$ cat config.mk
export PLATFORM = sky130hd
export DESIGN_NAME = vdp_sprite_meta_scheduler
export DESIGN_NICKNAME = d
export VERILOG_FILES = /design/src/rtl/vdp_sprite_meta_scheduler.sv
export SDC_FILE = /design/constraint.sdc
export NUM_CORES = 1
export LEC_CHECK = 0
export BUFFER_PORTS_ARGS = -buffer_cell sky130_fd_sc_hd__clkbuf_2
export CAP_MARGIN = 5
export CORE_MARGIN = 4
export CORE_UTILIZATION = 52
export DETAILED_ROUTE_END_ITERATION = 8
export PLACE_DENSITY = 0.78
export SYNTH_ARGS = -nofsm -noshare
export SYNTH_HDL_FRONTEND = slang
export SYNTH_HIERARCHICAL = 1
export SYNTH_SLANG_ARGS = --single-unit
$ cat constraint.sdc
create_clock -name clk -period 7.3 [get_ports clk]
set_input_delay 0 -clock clk [delete_from_list [all_inputs] [get_ports clk]]
set_output_delay 0 -clock clk [all_outputs]
set_load 0.1 [all_outputs]
$ cat src/rtl/vdp_sprite_meta_scheduler.sv
// Queues host metadata writes and replays them onto the sprite core meta port, optionally vblank-gated.
// Push->meta_we latency 2 cycles; host_ready drops when the queue is full and excess writes set overflow.

module vdp_sprite_meta_fifo #(
    parameter int WIDTH     = 26,
    parameter int ADDR_BITS = 4
) (
    input  logic                 clk,
    input  logic                 reset,
    input  logic                 push,
    input  logic [WIDTH-1:0]     push_data,
    input  logic                 pop,
    output logic [WIDTH-1:0]     head,
    output logic [ADDR_BITS:0]   count,
    output logic                 full,
    output logic                 empty
);
    localparam int DEPTH = 1 << ADDR_BITS;

    logic [WIDTH-1:0]     mem [DEPTH];
    logic [ADDR_BITS-1:0] wr_ptr;
    logic [ADDR_BITS-1:0] rd_ptr;

    assign head  = mem[rd_ptr];
    assign full  = (count == (ADDR_BITS+1)'(DEPTH));
    assign empty = (count == '0);

    always_ff @(posedge clk) begin
        if (push) begin
            mem[wr_ptr] <= push_data;
        end
    end

    always_ff @(posedge clk) begin
        if (reset) begin
            wr_ptr <= '0;
            rd_ptr <= '0;
            count  <= '0;
        end else begin
            if (push) begin
                wr_ptr <= wr_ptr + 1'b1;
            end
            if (pop) begin
                rd_ptr <= rd_ptr + 1'b1;
            end
            case ({push, pop})
                2'b10:   count <= count + 1'b1;
                2'b01:   count <= count - 1'b1;
                default: count <= count;
            endcase
        end
    end
endmodule

module vdp_sprite_meta_scheduler #(
    parameter int         FIFO_DEPTH_BITS = 4,
    parameter logic [8:0] HIDDEN_Y        = 9'h1F0
) (
    input  logic                     clk,
    input  logic                     reset,
    input  logic                     host_write_en,
    input  logic [9:0]               host_address,
    input  logic [15:0]              host_write_data,
    output logic                     host_ready,
    input  logic                     commit_mode,
    input  logic                     vblank,
    output logic [7:0]               meta_address,
    output logic [15:0]              meta_write_data,
    output logic [2:0]               meta_block_select,
    output logic                     meta_we,
    output logic                     busy,
    output logic [FIFO_DEPTH_BITS:0] fifo_level,
    output logic                     overflow
);
    typedef struct packed {
        logic [1:0]  blk;
        logic [7:0]  idx;
        logic [15:0] dat;
    } entry_t;

    typedef enum logic {
        IDLE  = 1'b0,
        CLEAR = 1'b1
    } state_t;

    state_t  state;
    logic [7:0] clr_idx;
    logic    gate;
    logic    push;
    logic    pop;
    logic    full;
    logic    empty;
    entry_t  in_entry;
    entry_t  head;

    assign gate       = !commit_mode || vblank;
    assign host_ready = !full;
    assign push       = host_write_en && !full;
    // A pop never bypasses a full queue: host_ready comes from the registered count only.
    assign pop        = (state == IDLE) && gate && !empty;
    assign busy       = !empty || (state == CLEAR);

    always_comb begin
        in_entry.blk = host_address[9:8];
        in_entry.idx = host_address[7:0];
        in_entry.dat = host_write_data;
    end

    vdp_sprite_meta_fifo #(
        .WIDTH     ($bits(entry_t)),
        .ADDR_BITS (FIFO_DEPTH_BITS)
    ) u_fifo (
        .clk       (clk),
        .reset     (reset),
        .push      (push),
        .push_data (in_entry),
        .pop       (pop),
        .head      (head),
        .count     (fifo_level),
        .full      (full),
        .empty     (empty)
    );

    always_ff @(posedge clk) begin
        if (reset) begin
            state             <= IDLE;
            clr_idx           <= '0;
            meta_we           <= 1'b0;
            meta_address      <= '0;
            meta_write_data   <= '0;
            meta_block_select <= '0;
            overflow          <= 1'b0;
        end else begin
            meta_we <= 1'b0;
            if (host_write_en && full) begin
                overflow <= 1'b1;
            end
            case (state)
                IDLE: begin
                    if (pop) begin
                        if (head.blk == 2'd3) begin
                            state   <= CLEAR;
                            clr_idx <= '0;
                        end else begin
                            meta_we         <= 1'b1;
                            meta_address    <= head.idx;
                            meta_write_data <= head.dat;
                            case (head.blk)
                                2'd0:    meta_block_select <= 3'b001;
                                2'd1:    meta_block_select <= 3'b010;
                                default: meta_block_select <= 3'b100;
                            endcase
                        end
                    end
                end
                CLEAR: begin
                    // Closing vblank freezes clr_idx so the sweep resumes where it stopped.
                    if (gate) begin
                        meta_we           <= 1'b1;
                        meta_block_select <= 3'b010;
                        meta_address      <= clr_idx;
                        meta_write_data   <= {7'b0, HIDDEN_Y};
                        clr_idx           <= clr_idx + 1'b1;
                        if (clr_idx == 8'hFF) begin
                            state <= IDLE;
                        end
                    end
                end
                default: state <= IDLE;
            endcase
        end
    end
endmodule
== Word-level counts from Yosys, hierarchy flattened ==
Memories as Yosys holds them, arrays and structs flattened. A register that Yosys moved wholly into a read port is not among the register bits.
Index checks and enable logic that the tools add are counted.

* Add/sub/neg operators: 5
* Equality and inequality tests: 10
* Mux-type cells: 31
* Bitwise gates (word level): 1
* Reduce and logical (&&, ||, !) cells: 14

{| class="wikitable"
|+ Operator list
! operator !! count
|-
| 16-bit 2-to-1 mux || 3
|-
| 8-bit 2-to-1 mux || 6
|-
| 16-bit one-hot mux with 2 select lines || 1
|-
| 8-bit one-hot mux with 2 select lines || 2
|-
| 3-bit one-hot mux with 2 select lines || 2
|-
| 5-bit one-hot mux with 2 select lines || 1
|-
| 1-bit 2-to-1 mux || 9
|-
| 3-bit 2-to-1 mux || 3
|-
| 4-bit by 1-bit adder with 4-bit output, second input constant || 2
|-
| 8-bit by 1-bit adder with 8-bit output, second input constant || 1
|-
| 8-bit == test, second input constant || 1
|-
| 4-bit 2-to-1 mux || 2
|-
| 3-bit AND reduction || 2
|-
| 5-bit by 1-bit adder with 5-bit output, second input constant || 1
|-
| 5-bit == test, second input constant || 1
|-
| 5-bit zero test || 1
|-
| 5-bit by 1-bit subtractor with 5-bit output, second input constant || 1
|-
| 2-bit by 1-bit == test with 1-bit output, second input constant || 2
|-
| 2-bit == test, second input constant || 2
|-
| 1-bit logical AND || 4
|-
| 2-bit by 1-bit != test with 1-bit output, second input constant || 2
|-
| 2-bit != test, second input constant || 2
|-
| 1-bit one-hot mux with 2 select lines || 2
|-
| 1-bit zero test || 3
|-
| other kinds (4) || 5
|}

* Register bits after elaboration: 51
* Memory bits (writable): 416
* Input bits: 31
* Output and inout bits: 36
* Word-level logic and storage cells: 72
* Memories: 1

{| class="wikitable"
|+ Memory list
! memory !! depth !! width !! rd ports !! clocked after memory_dff !! wr ports !! line !! text
|-
| u_fifo.mem || 16 || 26 || 1 || 1 || 1 || 20 || <nowiki>logic [WIDTH-1:0] mem [DEPTH];</nowiki>
|}

== Depth between registers and ports, before layout ==
* Word-level depth: 6
* Depth in mapped cells: 13
* Depth with buffers taken out: 11

== Cells and area by module ==
Netlist, hierarchy kept.

{| class="wikitable"
|+ Modules (own cells, without submodules)
! module !! instances !! cells an instance !! area each (um2) !! seq. area each (um2)
|-
| vdp_sprite_meta_fifo || 1 || 752 || 16527.1 || 12832.3
|-
| vdp_sprite_meta_scheduler || 1 || 176 || 1577.8 || 760.7
|}

== Worst setup path after synthesis ==
OpenSTA, ideal clock, no wires.

* Path type: reg2reg
* From: register u_fifo.count[2]
* To: register u_fifo.count[4]
* Library setup time: 0.063 ns
* Arrival time: 3.653 ns
* Data required time: 7.237 ns
* Setup slack: 3.584 ns
* Stages on the path, launching flop included: 12
* Path buffers: 1
* Clock period less this slack: 3.716 ns
* Cell sequence: dfxtp_1 -> or4_1 -> nor2_1 -> nor3_1 -> ha_1 -> buf_2 -> xor2_1 -> ha_1 -> a21oi_1 -> a221oi_1 -> or4b_1 -> nand3_1

* Cells in the longest elaborated chain, start to end: 5
* Elaborated cells between the ends (all ways): 12
* Those cells by class: add/sub: 2; eq/ne: 3; mux: 1; reduce/logical: 6

{| class="wikitable"
|+ RTL lines
! element !! line !! text
|-
| start, declared || 14 || <nowiki>output logic [ADDR_BITS:0] count,</nowiki>
|-
| start signal, assigned || 47 || <nowiki>2'b10: count <= count + 1'b1;</nowiki>
|-
| start signal, assigned || 48 || <nowiki>2'b01: count <= count - 1'b1;</nowiki>
|-
| start signal, assigned || 49 || <nowiki>default: count <= count;</nowiki>
|-
| 5-bit zero test * || 26 || <nowiki>assign empty = (count == '0);</nowiki>
|-
| net empty || 92 || <nowiki>logic empty;</nowiki>
|-
| 1-bit zero test * || 100 || <nowiki>assign pop = (state == IDLE) && gate && !empty;</nowiki>
|-
| 1-bit logical AND * || 100 ||
|-
| net pop || 90 || <nowiki>logic pop;</nowiki>
|-
| 2-bit by 1-bit == test with 1-bit output / 2-bit == test (equally long branches) || 46 || <nowiki>case ({push, pop})</nowiki>
|-
| 5-bit one-hot mux with 2 select lines / 2-bit nonzero test (equally long branches) || n/a ||
|}

Mark *: on every way through the listed nets, which the timed path passes. The rest lies on a longest branch.
A chain may end at the register's enable or synchronous reset.

==> impl.org <==
** Synth
- Yosys mapped a number of flops with a built-in enable equal to 416.
- After synthesis, the mean cell area works out to 19.5 um2.
- The most used flip-flop cell after synthesis is edfxtp_1.
- In this run, synthesis produced a sequential element count of 471.
- In this run, distinct cell masters in the synthesized netlist total 51.
- Yosys printed 6 warnings.
- Post-Synthesis Cell Area :: 18100 um2
- Counting every instance in the synthesized netlist gives 928.
- Share of synthesized flip-flops with an asynchronous set or reset :: 0
- For this run, the register share of the synthesized area comes to 0.751.
- Synthesis produced a netlist with a net count of 969.

** GRT
- The number of global-route vias before repair was 9552.
- Global-route wire length before repair :: 60600 um
- In the global route stage, overall resource usage came out at 0.212.
- Initial antenna violation count :: 0
- For this run the aggregate overflow at the end of global routing stands at 0.
- Entering global routing, the biggest net connects 65 pins.

** Detailed routing
- After the first detailed-routing iteration, the DRC count stood at 1125.
- After detailed routing, the number of remaining DRC violations is 0.
- In this run the remaining antenna-violating nets after routing total 0.
- Final wirelength :: 40300 um
- First-pass iteration count of the detailed router :: 6
- Via count :: 9398
- After detailed routing, the average wire length per cell comes to 26.5 um.
- Dividing the detail-routed via count by the number of cells gives 6.19.

** Clock tree
- Counting the buffers created by CTS gives 46.
- Sinks on the clock net :: 471
- TritonCTS built the clock tree.
- Deepest level of the CTS H-tree :: 2
- The cell sitting at the root of the clock tree is a clkbuf_16.
- Insertion delay of the later-clocked pin in the worst-skew pair :: 0.55 ns
- In this run the post-CTS setup repair buffer count came out at 0.
- The longest clock path from root to sink contains 3 buffers.
- After clock tree synthesis, the clock-pin slew on the worst setup and hold paths is 0.06 ns.

** Die
- For this configuration, the core starts out at a cell density of 0.525.
- Number of top-level pins :: 67
- The floorplan step defined a die boundary enclosing 37900 um2.
- After floorplanning, the core was divided into 68 placement rows.
- The die is 195 um wide.
- The total area inside the core boundary comes to 34500 um2.
- DIE HEIGHT :: 195 um

** STA
- Setup violations remaining at the end of the flow were counted as 0.
- In this run the tightest slew margin relative to its limit is 0.279.
- Layout Skew :: 0.0203 ns
- The worst path needs 3.96 ns of the cycle, external delays included.
- The final count of hold timing violations came to 0.
- Measured slew at the worst slew-check pin :: 1.08 ns
- Setup ws final :: 3.34 ns
- Highest clock rate :: 252 MHz
- Setup repair after global routing left no endpoint under its margin.
- Number of slew-limit violations in the final report :: 0
- Final-layout setup total negative slack :: 0 ns
- Post-route clock period utilization :: 0.543

** Worst setup path
- Cell chain of the critical path :: buf_4, mux4_2, a22oi_1, nand2_1, a21oi_1, o21a_1, nor2_1, a211oi_1
- Data arrival time of the critical path :: 4.41 ns
- The cell family contributing the most delay on the critical path is compound AO/OA/AOI/OAI gates.
- For the worst setup path, the data required time is 7.74 ns.
- Maximum fanout encountered on the critical timing path :: 42
- The largest single stage delay on the critical path is 0.92 ns.
- CP Capture Type :: flop
- STA classifies the critical path startpoint as a flop.
- Type of the worst setup path :: reg -> reg
- Among all stages on the critical path, the largest delay is contributed by dfxtp_4.
- Together, buffers and inverters on the worst path number 1.

** Power and ir drop
- VDD sags by at most 317 uV.
- The share of total power dissipated in sequential elements is 0.432.
- The analysis attributes to cell leakage a power of 6.71 nW.
- Switching part of the total :: 0.321
- Clock network power share :: 0.306
- For this design the total switching power over the nets is 2.45 mW.
- The internal portion of the total power is 5.18 mW.
- The share of total power dissipated in combinational logic is 0.262.
- Power density over the cells :: 370 nW/um2

** Final layout
- In the final design database the tool counted 1069 nets.
- Share of cells above drive strength 1 :: 0.258
- Ant. Diodes :: 0
- The area growth from synthesis to layout is 14.0%.

** Hold path
- Min-delay worst type :: in -> reg

** Place
- Placer congestion estimate :: 0.804
- Count of input and output buffers :: 66
- Worst-case setup slack after placement :: 3.34 ns
- DPL Wire Length :: 20400 um

** Status
- The flow ran to the end, and the final reports show no timing, DRC or antenna violations.

** Flow run
- Across the run, the number of max-cap violations was 0.
power groups by stage:
stage / sequential (mW) / clock, mW / combinational [mW]
6_report: 3.29 / 2.33 / 2.00
5_1_grt: 3.31 / 2.50 / 2.12
4_1_cts: 3.30 / 2.37 / 2.00
3_5_place_dp: 3.35 / 0 / 1.97
3_3_place_gp: 3.35 / 0 / 1.92
2_1_floorplan: 3.72 / 0 / 1.16
kinds of logic after synthesis:
| family | count (synthesis) | share of synthesized area |
|---|---|---|
| mux | 114 | 0.135 |
| simple gates | 153 | 0.0430 |
| compound gates | 107 | 0.0426 |
| fa+ha+maj | 10 | 0.00691 |
| buf+inv | 64 | 0.0174 |
| xor+xnor | 9 | 0.00435 |
| flops | 471 | 0.751 |
path summary, 6_finish.rpt:
path,startpoint,end,cells after the start,slack [ns]
max,flop,meta_write_data[8]$_SDFFE_PP0P_,8,3.34
min,reset,meta_we$_SDFF_PP0_,3,0.05
max reg2reg,flop,meta_write_data[8]$_SDFFE_PP0P_,8,3.34
min reg2reg,overflow$_SDFFE_PP0P_,overflow$_SDFFE_PP0P_,2,0.48
cell usage after synthesis, types with 2 or more instances:
cell / instances / area [um2]
nand3_1: 8 / 40.0
inv_1: 12 / 45.0
nand2b_1: 5 / 31.3
a22oi_1: 63 / 473
nor3_1: 5 / 25.0
a211oi_1: 13 / 97.6
or3_1: 3 / 18.8
edfxtp_1: 416 / 12500
xor2_1: 6 / 52.6
nor2b_1: 4 / 25.0
nand2_1: 40 / 150
nand4_1: 3 / 18.8
buf_1: 8 / 30.0
and2_1: 18 / 113
a31oi_1: 3 / 18.8
buf_2: 15 / 75.1
xnor2_1: 3 / 26.3
o21a_1: 2 / 15.0
nor3b_1: 3 / 22.5
nand4b_1: 2 / 17.5
dfxtp_1: 55 / 1100
nor2_1: 45 / 169
clkbuf_1: 21 / 78.8
or4_1: 5 / 37.5
mux2i_1: 10 / 100
mux4_2: 104 / 2340
buf_6: 7 / 78.8
ha_1: 10 / 125
a21oi_1: 10 / 50.1
nand3b_1: 2 / 15.0
o21ai_0: 5 / 25.0
a221oi_1: 2 / 17.5
a311oi_1: 2 / 17.5
tightest hold or removal path: stages:
cell and delay [ns]:
clkbuf_2 0.08, buf_4 0.32, nor2_1 0.16
placed cells by master, fill, tap and decap left out, drive strengths merged, types with 2 or more instances in the layout:
| cell type | n |
|---|---|
| clkinv | 12 |
| a22oi | 63 |
| mux4 | 104 |
| edfxtp | 416 |
| a211oi | 13 |
| nor4 | 2 |
| or4 | 6 |
| buf | 11 |
| a31oi | 3 |
| mux2i | 10 |
| nand2b | 5 |
| and2 | 18 |
| nor3b | 3 |
| nand2 | 41 |
| o21ai | 5 |
| inv | 13 |
| nor3 | 5 |
| nand4 | 3 |
| a21oi | 10 |
| nor2b | 4 |
| o21a | 2 |
| clkbuf | 134 |
| nand3b | 2 |
| xor2 | 6 |
| dfxtp | 55 |
| dlygate4sd3 | 27 |
| xnor2 | 3 |
| or3 | 4 |
| ha | 10 |
| nand4b | 2 |
| nor2 | 45 |
| bufinv | 3 |
| a311oi | 2 |
| nand3 | 8 |
| a221oi | 2 |
cell type report:
| cell class | instances | area, um2 |
|---|---|---|
| timing repair buffer | 104 | 683 |
| clock inverter | 16 | 154 |
| sequential | 471 | 13600 |
| multi-input combinational | 393 | 4220 |
| inverter | 12 | 45.0 |
| clock buffer | 68 | 1360 |
| tap | 455 | 569 |
| fill | 2389 | 13800 |
flip-flops by register name (all words and copies together) (netlist names), named ones only:
| register | flops |
|---|---|
| state | 1 |
| meta_write_data | 16 |
| meta_block_select | 3 |
| u_fifo/wr_ptr | 4 |
| clr_idx | 8 |
| meta_address | 8 |
| u_fifo/count | 5 |
| u_fifo/rd_ptr | 4 |
| overflow | 1 |
| meta_we | 1 |
| u_fifo/mem | 416 |
repair_timing:
item	in CTS	in global routing
endpoints found under the hold margin	417	0
endpoints found under the setup margin	0	0
hold buffers	27	0
resized for setup	0	0
metal layers:
metal	GRT usage	wire length, um
met4	0.0573	1100
met3	0.0381	3600
met2	0.345	19700
met5	0	0
met1	0.301	15800
metrics by stage:
stage	cells	instance area [um2]	hold WS (ns)	total power [mW]	utilization
after floorplan	928	18100	0.0989	4.88	-
after global placement	1408	18900	0.247	5.27	0.547
after detailed placement	1408	18900	0.277	5.32	0.547
after CTS	1519	20600	0.0329	7.67	0.599
after global routing	1519	20600	0.0703	7.93	0.599
final	1519	20600	0.0538	7.63	0.599
No activity file was read; power rests on OpenSTA's default activity.
